File: src/rtl/mdu_seq_if.sv
// Request/response bundle between the control FSM and the mdu_seq sequencer.
// The master issues an operation; the slave reports busy, done and the result.
interface mdu_seq_if;
    logic        start;
    logic [2:0]  funct3;
    logic [31:0] rs1;
    logic [31:0] rs2;
    logic        busy;
    logic        done;
    logic [31:0] result;

    modport master (
        output start, funct3, rs1, rs2,
        input  busy, done, result
    );

    modport slave (
        input  start, funct3, rs1, rs2,
        output busy, done, result
    );
endinterface

File: src/rtl/mdu_seq.sv
// Iterative RV32M multiply/divide sequencer borrowing the shared ALU
// for its shift/add and restoring shift/subtract steps.
module mdu_seq #(
    parameter logic [3:0] ALU_ADD = 4'd0,
    parameter logic [3:0] ALU_SUB = 4'd8,
    parameter int         ITERS   = 32
) (
    input  logic        clk,
    input  logic        rst_n,
    mdu_seq_if.slave    bus,
    input  logic [31:0] alu_out,
    output logic [3:0]  alu_op,
    output logic [31:0] alu_a,
    output logic [31:0] alu_b
);

    typedef enum logic [2:0] {IDLE, PREP, ITER, FIX, DONE} state_t;

    localparam logic [4:0] LAST = 5'(ITERS - 1);

    state_t      state;
    logic [2:0]  f3;
    logic [31:0] x;
    logic [31:0] y;
    logic [31:0] m;
    logic [31:0] hi;
    logic [31:0] lo;
    logic        neg;
    logic [4:0]  cnt;
    logic        busy_r;
    logic        done_r;
    logic [31:0] result_r;

    logic        is_div;
    logic        x_neg;
    logic        y_neg;
    logic [31:0] x_mag;
    logic [31:0] y_mag;
    logic        div_zero;
    logic        div_ovf;
    logic [31:0] rem_sh;
    logic        take;
    logic        carry;
    logic [63:0] prod_fix;
    logic [31:0] q_fix;
    logic [31:0] r_fix;
    logic [31:0] fix_sel;

    // Operand signedness, magnitudes, special cases and fix-up selection
    always_comb begin
        is_div   = f3[2];
        x_neg    = x[31] & ((f3 == 3'd1) | (f3 == 3'd2)
                          | (f3 == 3'd4) | (f3 == 3'd6));
        y_neg    = y[31] & ((f3 == 3'd1) | (f3 == 3'd4)
                          | (f3 == 3'd6));
        x_mag    = x_neg ? (32'd0 - x) : x;
        y_mag    = y_neg ? (32'd0 - y) : y;
        div_zero = is_div & (y == 32'd0);
        div_ovf  = is_div & ~f3[0] & (x == 32'h8000_0000)
                 & (y == 32'hFFFF_FFFF);
        rem_sh   = {hi[30:0], lo[31]};
        take     = hi[31] | (rem_sh >= m);
        carry    = alu_out < hi;
        prod_fix = neg ? (64'd0 - {hi, lo}) : {hi, lo};
        q_fix    = neg ? (32'd0 - lo) : lo;
        r_fix    = neg ? (32'd0 - hi) : hi;
        case (f3)
            3'd0:    fix_sel = prod_fix[31:0];
            3'd1,
            3'd2,
            3'd3:    fix_sel = prod_fix[63:32];
            3'd4,
            3'd5:    fix_sel = q_fix;
            default: fix_sel = r_fix;
        endcase
    end

    // Shared-ALU request: only driven while iterating, zero otherwise
    always_comb begin
        alu_op = 4'd0;
        alu_a  = 32'd0;
        alu_b  = 32'd0;
        if (state == ITER) begin
            if (is_div) begin
                alu_op = ALU_SUB;
                alu_a  = rem_sh;
                alu_b  = m;
            end else begin
                alu_op = ALU_ADD;
                alu_a  = hi;
                alu_b  = lo[0] ? m : 32'd0;
            end
        end
    end

    // Sequencer FSM with registered busy/done/result
    always_ff @(posedge clk) begin
        if (!rst_n) begin
            state    <= IDLE;
            f3       <= 3'd0;
            x        <= 32'd0;
            y        <= 32'd0;
            m        <= 32'd0;
            hi       <= 32'd0;
            lo       <= 32'd0;
            neg      <= 1'b0;
            cnt      <= 5'd0;
            busy_r   <= 1'b0;
            done_r   <= 1'b0;
            result_r <= 32'd0;
        end else begin
            case (state)
                IDLE: begin
                    done_r <= 1'b0;
                    if (bus.start) begin
                        f3     <= bus.funct3;
                        x      <= bus.rs1;
                        y      <= bus.rs2;
                        busy_r <= 1'b1;
                        state  <= PREP;
                    end
                end
                PREP: begin
                    neg <= (f3[2] & f3[1]) ? x_neg : (x_neg ^ y_neg);
                    cnt <= 5'd0;
                    hi  <= 32'd0;
                    m   <= is_div ? y_mag : x_mag;
                    lo  <= is_div ? x_mag : y_mag;
                    if (div_zero) begin
                        result_r <= f3[1] ? x : 32'hFFFF_FFFF;
                        done_r   <= 1'b1;
                        state    <= DONE;
                    end else if (div_ovf) begin
                        result_r <= f3[1] ? 32'd0 : 32'h8000_0000;
                        done_r   <= 1'b1;
                        state    <= DONE;
                    end else begin
                        state <= ITER;
                    end
                end
                ITER: begin
                    cnt <= cnt + 5'd1;
                    if (is_div) begin
                        hi <= take ? alu_out : rem_sh;
                        lo <= {lo[30:0], take};
                    end else begin
                        hi <= {carry, alu_out[31:1]};
                        lo <= {alu_out[0], lo[31:1]};
                    end
                    if (cnt == LAST) begin
                        state <= FIX;
                    end
                end
                FIX: begin
                    result_r <= fix_sel;
                    done_r   <= 1'b1;
                    state    <= DONE;
                end
                DONE: begin
                    done_r <= 1'b0;
                    busy_r <= 1'b0;
                    state  <= IDLE;
                end
                default: state <= IDLE;
            endcase
        end
    end

    assign bus.busy   = busy_r;
    assign bus.done   = done_r;
    assign bus.result = result_r;

endmodule
File: src/flat_wrapper.sv
// flat-port wrapper written by rule: the top's interface ports become plain ports
module mdu_seq_flat 
#(
    parameter logic [3:0] ALU_ADD = 4'd0,
    parameter logic [3:0] ALU_SUB = 4'd8,
    parameter int         ITERS   = 32
)
  (clk, rst_n, alu_out, alu_op, alu_a, alu_b, bus_start, bus_funct3, bus_rs1, bus_rs2, bus_busy, bus_done, bus_result);
  mdu_seq_if bus_i ();
  input  logic clk;
  input  logic rst_n;
  input  logic [31:0] alu_out;
  output logic [3:0] alu_op;
  output logic [31:0] alu_a;
  output logic [31:0] alu_b;
  input wire logic [$bits(bus_i.start)-1:0] bus_start;
  input wire logic [$bits(bus_i.funct3)-1:0] bus_funct3;
  input wire logic [$bits(bus_i.rs1)-1:0] bus_rs1;
  input wire logic [$bits(bus_i.rs2)-1:0] bus_rs2;
  output wire logic [$bits(bus_i.busy)-1:0] bus_busy;
  output wire logic [$bits(bus_i.done)-1:0] bus_done;
  output wire logic [$bits(bus_i.result)-1:0] bus_result;
  assign bus_i.start = bus_start;
  assign bus_i.funct3 = bus_funct3;
  assign bus_i.rs1 = bus_rs1;
  assign bus_i.rs2 = bus_rs2;
  assign bus_busy = bus_i.busy;
  assign bus_done = bus_i.done;
  assign bus_result = bus_i.result;
  mdu_seq #(.ALU_ADD(ALU_ADD), .ALU_SUB(ALU_SUB), .ITERS(ITERS)) u_core (.clk(clk), .rst_n(rst_n), .bus(bus_i), .alu_out(alu_out), .alu_op(alu_op), .alu_a(alu_a), .alu_b(alu_b));
endmodule
File: config.mk
export PLATFORM = sky130hd
export DESIGN_NAME = mdu_seq_flat
export DESIGN_NICKNAME = d
export VERILOG_FILES = /design/src/rtl/mdu_seq_if.sv /design/src/rtl/mdu_seq.sv /design/src/flat_wrapper.sv
export SDC_FILE = /design/constraint.sdc
export NUM_CORES = 1
export LEC_CHECK = 0
export CORE_MARGIN = 2
export CORE_UTILIZATION = 27
export DETAILED_ROUTE_END_ITERATION = 8
export SYNTH_ARGS = -nofsm -noshare
export SYNTH_HDL_FRONTEND = slang
export SYNTH_SLANG_ARGS = --single-unit
File: constraint.sdc
create_clock -name clk -period 4.1 [get_ports clk]
set_clock_uncertainty 0.15 [all_clocks]
set_input_delay 0.41 -clock clk [delete_from_list [all_inputs] [get_ports clk]]
set_output_delay 0.41 -clock clk [all_outputs]
set_load 0.01 [all_outputs]
==> results of run 1 <==
final cells by class:
class,count,area (um2),share of cell area
Timing Repair Buffer,278,2625,0.1334
Sequential cell,206,4129,0.2098
Inverter,81,306.5,0.01558
Clock buffer,33,706.9,0.03593
Multi-Input combinational cell,1730,10810,0.5495
Clock inverter,10,130.1,0.006613
Tap cell,773,967.2,0.04915
metrics by stage:
step                      std cells  setup WS (ns)  area [um2]
after global routing           3111         0.3635       19680
after detailed placement       3068         0.5212       18840
after CTS                      3111         0.4720       19680
after global placement         3068         0.4931       18840
after floorplan                2235         0.9890       16060
final                          3111         0.4395       19680
power groups by stage:
stage | Clock, uW | Sequential (uW) | Combinational, uW
finish | 2300 | 2300 | 2360
global route | 2430 | 2310 | 2540
CTS | 2350 | 2290 | 2310
detailed placement | 0 | 2330 | 2300
global placement | 0 | 2330 | 2280
floorplan | 0 | 2220 | 1510
kinds of logic (layout without fill, tap and decap cells):
family,after synthesis,after routing,share of synthesized area
and+or+nand+nor,779,779,0.2293
adders and majority gates,70,70,0.05456
muxes,99,99,0.06205
xor gates and xnor gates,109,109,0.05947
AOI/OAI and AO/OA,670,670,0.2654
other,1,3,0.0002336
DFF,206,206,0.2569
buffers and inverters,299,402,0.07202
synth_stat cells, types with 7 or more instances:
cell type,count,area [um2]
a41oi_1,33,289.0
nand3_1,68,340.3
dfxtp_1,206,4124
o41ai_1,20,175.2
and2_1,7,43.79
nor2b_1,8,50.05
a31oi_1,42,262.8
o311ai_0,7,61.31
o22ai_1,13,81.33
a211oi_1,15,112.6
o21ai_0,191,955.9
nand2_1,287,1077
a21oi_1,177,885.9
nor4_1,23,143.9
nand2b_1,7,43.79
o221ai_1,8,70.07
a22oi_1,9,67.56
o211ai_1,23,172.7
inv_1,80,300.3
o31ai_1,23,172.7
xnor2_1,52,455.4
ha_1,70,875.8
o21a_1,16,120.1
or3_1,17,106.4
or4_1,25,187.7
a221oi_1,19,166.4
and3_1,9,56.30
clkbuf_1,183,686.9
nand4_1,24,150.1
nor2_1,170,638.1
and2_0,32,200.2
a21o_1,10,75.07
mux2i_1,95,950.9
buf_1,21,78.83
buf_2,9,45.04
nor3_1,66,330.3
xor2_1,57,499.2
final timing paths:
check        cells past startpoint                    end  slack, ns           from
max                              8  u_core.bus.result[22]       0.44   u_core.x[26]
min                              3           u_core.f3[2]       0.22  bus_funct3[2]
max reg2reg                      8  u_core.bus.result[22]       0.44   u_core.x[26]
min reg2reg                      1          u_core.cnt[3]       0.31  u_core.cnt[3]
worst max-delay path, cell delays in order, from the launching register on:
cell,delay [ns]
dfxtp_1,0.42
or4_1,0.58
or4_1,0.51
nor4_1,0.67
a211o_1,0.31
and2_1,0.20
buf_12,0.23
mux2i_1,0.32
o22ai_2,0.10
state kept, by name, summed over array words and instances, names as in the netlist:
name	cells
u_core.neg	1
u_core.bus.done	1
u_core.state	3
u_core.lo	32
u_core.bus.busy	1
u_core.x	32
u_core.bus.result	32
u_core.y	32
u_core.f3	3
u_core.cnt	5
u_core.m	32
u_core.hi	32
placed cells by master (no fill, tap or decap), types with 7 or more instances in the layout:
| cell | n |
|---|---|
| a211oi_1 | 15 |
| a21o_1 | 10 |
| a21oi_1 | 176 |
| a221oi_1 | 19 |
| a22oi_1 | 9 |
| a31oi_1 | 42 |
| a41oi_1 | 33 |
| and2_0 | 32 |
| and2_1 | 7 |
| and3_1 | 9 |
| buf_4 | 75 |
| clkbuf_16 | 26 |
| clkdlybuf4s50_1 | 200 |
| dfxtp_1 | 204 |
| ha_1 | 70 |
| inv_1 | 79 |
| mux2i_1 | 95 |
| nand2_1 | 286 |
| nand2b_1 | 7 |
| nand3_1 | 68 |
| nand4_1 | 24 |
| nor2_1 | 168 |
| nor2b_1 | 8 |
| nor3_1 | 63 |
| nor4_1 | 23 |
| o211ai_1 | 23 |
| o21a_1 | 16 |
| o21ai_0 | 191 |
| o221ai_1 | 8 |
| o22ai_1 | 13 |
| o311ai_0 | 7 |
| o31ai_1 | 23 |
| o41ai_1 | 20 |
| or3_1 | 16 |
| or4_1 | 25 |
| xnor2_1 | 52 |
| xor2_1 | 57 |
per-layer routing:
layer | part of all wire | up-vias | wire, um | GRT usage
li1 | - | 8252 | - | -
met1 | 0.42 | 8563 | 31830 | 0.3119
met2 | 0.46 | 814 | 34450 | 0.3863
met3 | 0.067 | 154 | 5058 | 0.03093
met4 | 0.053 | 0 | 3997 | 0.1124
met5 | 0 | - | 0 | 0
==> results by group, run 1 <==
Yosys
  • Mean Syn Cell Area: 7.188 um2
  • Synth Instances: 2233
  • Yosys synthesis warning count: 0
  • Top FF cell, synth: dfxtp_1
  • Synth Register Bits: 206
  • Mapped cell area: 16050 um2
  • EDFF count, synth: 0
  • Sequential share of the synthesized area: 0.2569
  • Post-synthesis cell type count: 84
  • Synth async-reset ratio: 0

Final layout
  • Layout cells sized above 1: 0.06758
  • Fin util: 0.3340
  • Nets: 2495
  • Fillers: 6193
  • N_diodes: 0
  • Area grow syn2layout: 22.58%

Clock tree
  • CTS Hold Bufs: 0
  • Post-CTS Setup Inserts: 0
  • Clock Path Buffers: 3
  • Clock Sinks: 206
  • Htree depth: 1
  • Worst skew pair latency: 0.58 ns
  • Cts repair resizes: 0
  • CTS clk-pin slew, worst paths: 0.06 ns
  • Clock tree root buffer cell: clkbuf_16
  • CTS Buf Count: 26
  • CTS tree: built

Routing
  • Final WL: 75.33 mm
  • Iteration-0 DRC count of the detailed router: 1498
  • # DRC: 0
  • First-pass iteration count of the detailed router: 5
  • Routed via count: 17783
  • Routed vias/inst: 5.716
  • WL/cell: 24.22 um
  • Post-DRT Antenna Nets: 0

Floorplan
  • CORE AREA: 58910 um2
  • Die Span X: 247.8 um
  • Initial core utilization: 0.2725
  • Die Height: 247.8 um
  • IO Count: 204
  • Die ar.: 61420 um2
  • Std cell rows: 89

Placement
  • Port Buf Inserts: 200
  • DP HPWL: 57.41 mm
  • Gpl congestion: 0.9722

STA
  • Worst Max-Slew Pin Slew: 1.167 ns
  • Max-slew violations: 0
  • Period Utilization, post-route: 0.8928
  • Normalized max-slew margin: 0.2222
  • Final Hold Viols: 0
  • Final setup viols: 0
  • Setup Total Neg Slack: 0 ns
  • Final min period: 3.661 ns
  • Fmax: 0.2732 GHz
  • Hold_ws: 0.2247 ns
  • RSZ-0062 raised after global routing: false

Min path
  • HP Class: in2reg

Pwr
  • Switch Pwr: 2730 uW
  • Sw Ratio: 0.3925
  • P_int: 4225 uW
  • Power Total: 6955 uW
  • Combinational share of power: 0.339
  • Lkg Pwr: 0.006731 uW
  • Clock group share of total power: 0.331
  • PD cells: 353.5 nW/um2
  • Flop pwr share: 0.330
  • Worst VDD drop: 284.8 uV

Global route
  • Largest net degree at the start of global routing: 110
  • Vias in the first global route: 17008
  • Initial antenna violation count: 3
  • First-pass GRT wire length: 110.7 mm
  • Total GRT Usage: 0.2381
  • Grt total ovfl: 0

Critical path
  • CP endpoint kind: flop
  • Critical Path Source Type: flop
  • Critical path class: reg2reg
  • CP required: 4.37 ns
  • Worst path arrival time: 3.93 ns
  • Crit Path Max Fanout: 52

Flow run
  • Max Cap Viol: 0

Run status
  • Status: complete, no violations
Note: power is estimated with default switching activity, not from simulation.
==> run 2: changes to the inputs <==
- HOLD_SLACK_MARGIN: default -> 0.05
==> results of run 2 <==
Same layout as run 1: the final DEF is identical, and so are final timing and power.
==> run 3: changes to the inputs <==
- CORE_ASPECT_RATIO: default -> 1.4
==> run 3 against run 2 <==
Net effect: flip-flop and latch count unchanged; design area down 0.20%; largest power group unchanged; sequential share of layout area about the same; global-route usage down 0.54 points; clock power about the same; critical endpoint unchanged; final cell count down 0.71%; combinational power about the same; worst hold slack better by 0.039 ns.
==> results by group, run 3 (same netlist as run 1, synthesis figures left out) <==
Routing
  • Routed via count: 17410
  • Routed vias/inst: 5.636
  • WL/cell: 23.87 um
  • # DRC: 0
  • Post-DRT Antenna Nets: 0
  • First-pass iteration count of the detailed router: 6
  • Final WL: 73.72 mm
  • Iteration-0 DRC count of the detailed router: 1523

Floorplan
  • Die ar.: 61440 um2
  • Std cell rows: 105
  • Initial core utilization: 0.2733
  • CORE AREA: 58730 um2
  • IO Count: 204
  • Die Span X: 210.1 um
  • Die Height: 292.5 um

Final layout
  • Commonest non-fill, non-tap cell in the layout: nand2_1
  • Register Area: 4129 um2
  • Fillers: 6274
  • Area grow syn2layout: 22.34%
  • Area of the multi-input gates: 10810 um2
  • Nets: 2495
  • Fin util: 0.3344
  • N_diodes: 0
  • Commonest cells after routing, fill and taps aside: 286 x nand2_1, 204 x dfxtp_1, 200 x clkdlybuf4s50_1
  • Layout cells sized above 1: 0.06923

Critical path
  • Critical path class: reg2reg
  • Highest-delay cell along the critical path: a2111oi_0
  • Cells along the critical path: inv_1 -> ha_1 -> or3b_1 -> nor3_2 -> buf_4 -> nand3_1 -> nor3_1 -> mux2_2 -> a2111oi_0 -> o22ai_2
  • CP endpoint kind: flop
  • Worst path arrival time: 3.96 ns
  • Critical Path Source Type: flop
  • CP peak stage delay: 0.87 ns
  • Crit Path Max Fanout: 8
  • CP required: 4.33 ns

Placement
  • Gpl congestion: 0.9669
  • DP HPWL: 57.58 mm
  • Port Buf Inserts: 200

Global route
  • Grt total ovfl: 0
  • Largest net degree at the start of global routing: 82
  • First-pass GRT wire length: 108.5 mm
  • Vias in the first global route: 16871
  • Total GRT Usage: 0.2326
  • Initial antenna violation count: 0

STA
  • Period Utilization, post-route: 0.9094
  • Final Hold Viols: 0
  • Worst Max-Slew Pin Slew: 1.169 ns
  • Fmax: 0.2682 GHz
  • Normalized max-slew margin: 0.2207
  • Max-slew violations: 0
  • RSZ-0062 raised after global routing: false
  • Final setup viols: 0
  • Setup Total Neg Slack: 0 ns
  • Final min period: 3.729 ns
  • Hold_ws: 0.2639 ns

Clock tree
  • CTS clk-pin slew, worst paths: 0.06 ns
  • Post-CTS Setup Inserts: 0
  • CTS Hold Bufs: 0
  • Htree depth: 1
  • Clock Sinks: 206
  • CTS Buf Count: 24
  • Cts repair resizes: 0
  • Clock Path Buffers: 3
  • CTS tree: built
  • Clock tree root buffer cell: clkbuf_16
  • Worst skew pair latency: 0.56 ns

Run status
  • Status: complete, no violations

Pwr
  • Power Total: 6948 uW
  • Lkg Pwr: 0.006740 uW
  • Worst VDD drop: 284.1 uV
  • PD cells: 353.8 nW/um2

Min path
  • HP Class: in2reg

Flow run
  • Max Cap Viol: 0
[run 3: changes by cell type in the layout (fill, tap and decap cells not counted)]
cell,change
clkinv_4,+1
clkbuf_16,-1
clkbuf_8,+3
inv_6,+1
clkinvlp_4,-1
buf_12,-1
clkinv_16,-1
buf_4,+3
clkbuf_1,-2
[run 3: area by class of cell]
| cell class | count | area share |
|---|---|---|
| Tap cell | 749 | 0.04772 |
| Sequential cell | 206 | 0.2103 |
| Multi-Input combinational cell | 1730 | 0.5506 |
| Clock buffer | 33 | 0.03644 |
| Timing Repair Buffer | 280 | 0.1338 |
| Clock inverter | 10 | 0.005607 |
| Inverter | 81 | 0.01561 |
[run 3: stage by stage]
step / setup slack (ns) / cells / cell area [um2]
after CTS: 0.3339 / 3089 / 19640
after floorplan: 0.9890 / 2235 / 16060
after global routing: 0.2034 / 3089 / 19640
after global placement: 0.4074 / 3046 / 18810
final: 0.3713 / 3089 / 19640
after detailed placement: 0.3780 / 3046 / 18810
[run 3: per-layer routing]
layer,vias up,global-route usage,routed length (um),share of wire
met4,0,0.1657,5782,0.078
li1,8246,-,-,-
met5,-,0,0,0
met2,650,0.4032,35800,0.49
met1,8373,0.2679,28500,0.39
met3,141,0.02155,3637,0.049
[run 3: worst max-delay path, delay by kind of cell (launching register included)]
family	cells	cell delay [ns]
fa+ha+maj	1	0.16
mux	1	0.37
flops	1	0.38
buf+inv	2	0.30
simple gates	4	1.18
compound gates	2	1.03
[run 3: report_power, final]
group,total [uW],internal [uW],switching [uW]
clock,2300,1350,954
sequential,2300,2100,198
combinational,2350,792,1560
total,6950,4240,2710
[run 3: path summary, 6_finish.rpt]
kind	from	endpoint	slack (ns)	cells after the start
worst max-delay path	u_core.lo[0]	u_core.bus.result[22]	0.37	10
worst min-delay path	bus_rs2[8]	u_core.y[8]	0.26	3
worst max register to register	u_core.lo[0]	u_core.bus.result[22]	0.37	10
worst min register to register	u_core.cnt[3]	u_core.cnt[3]	0.30	1
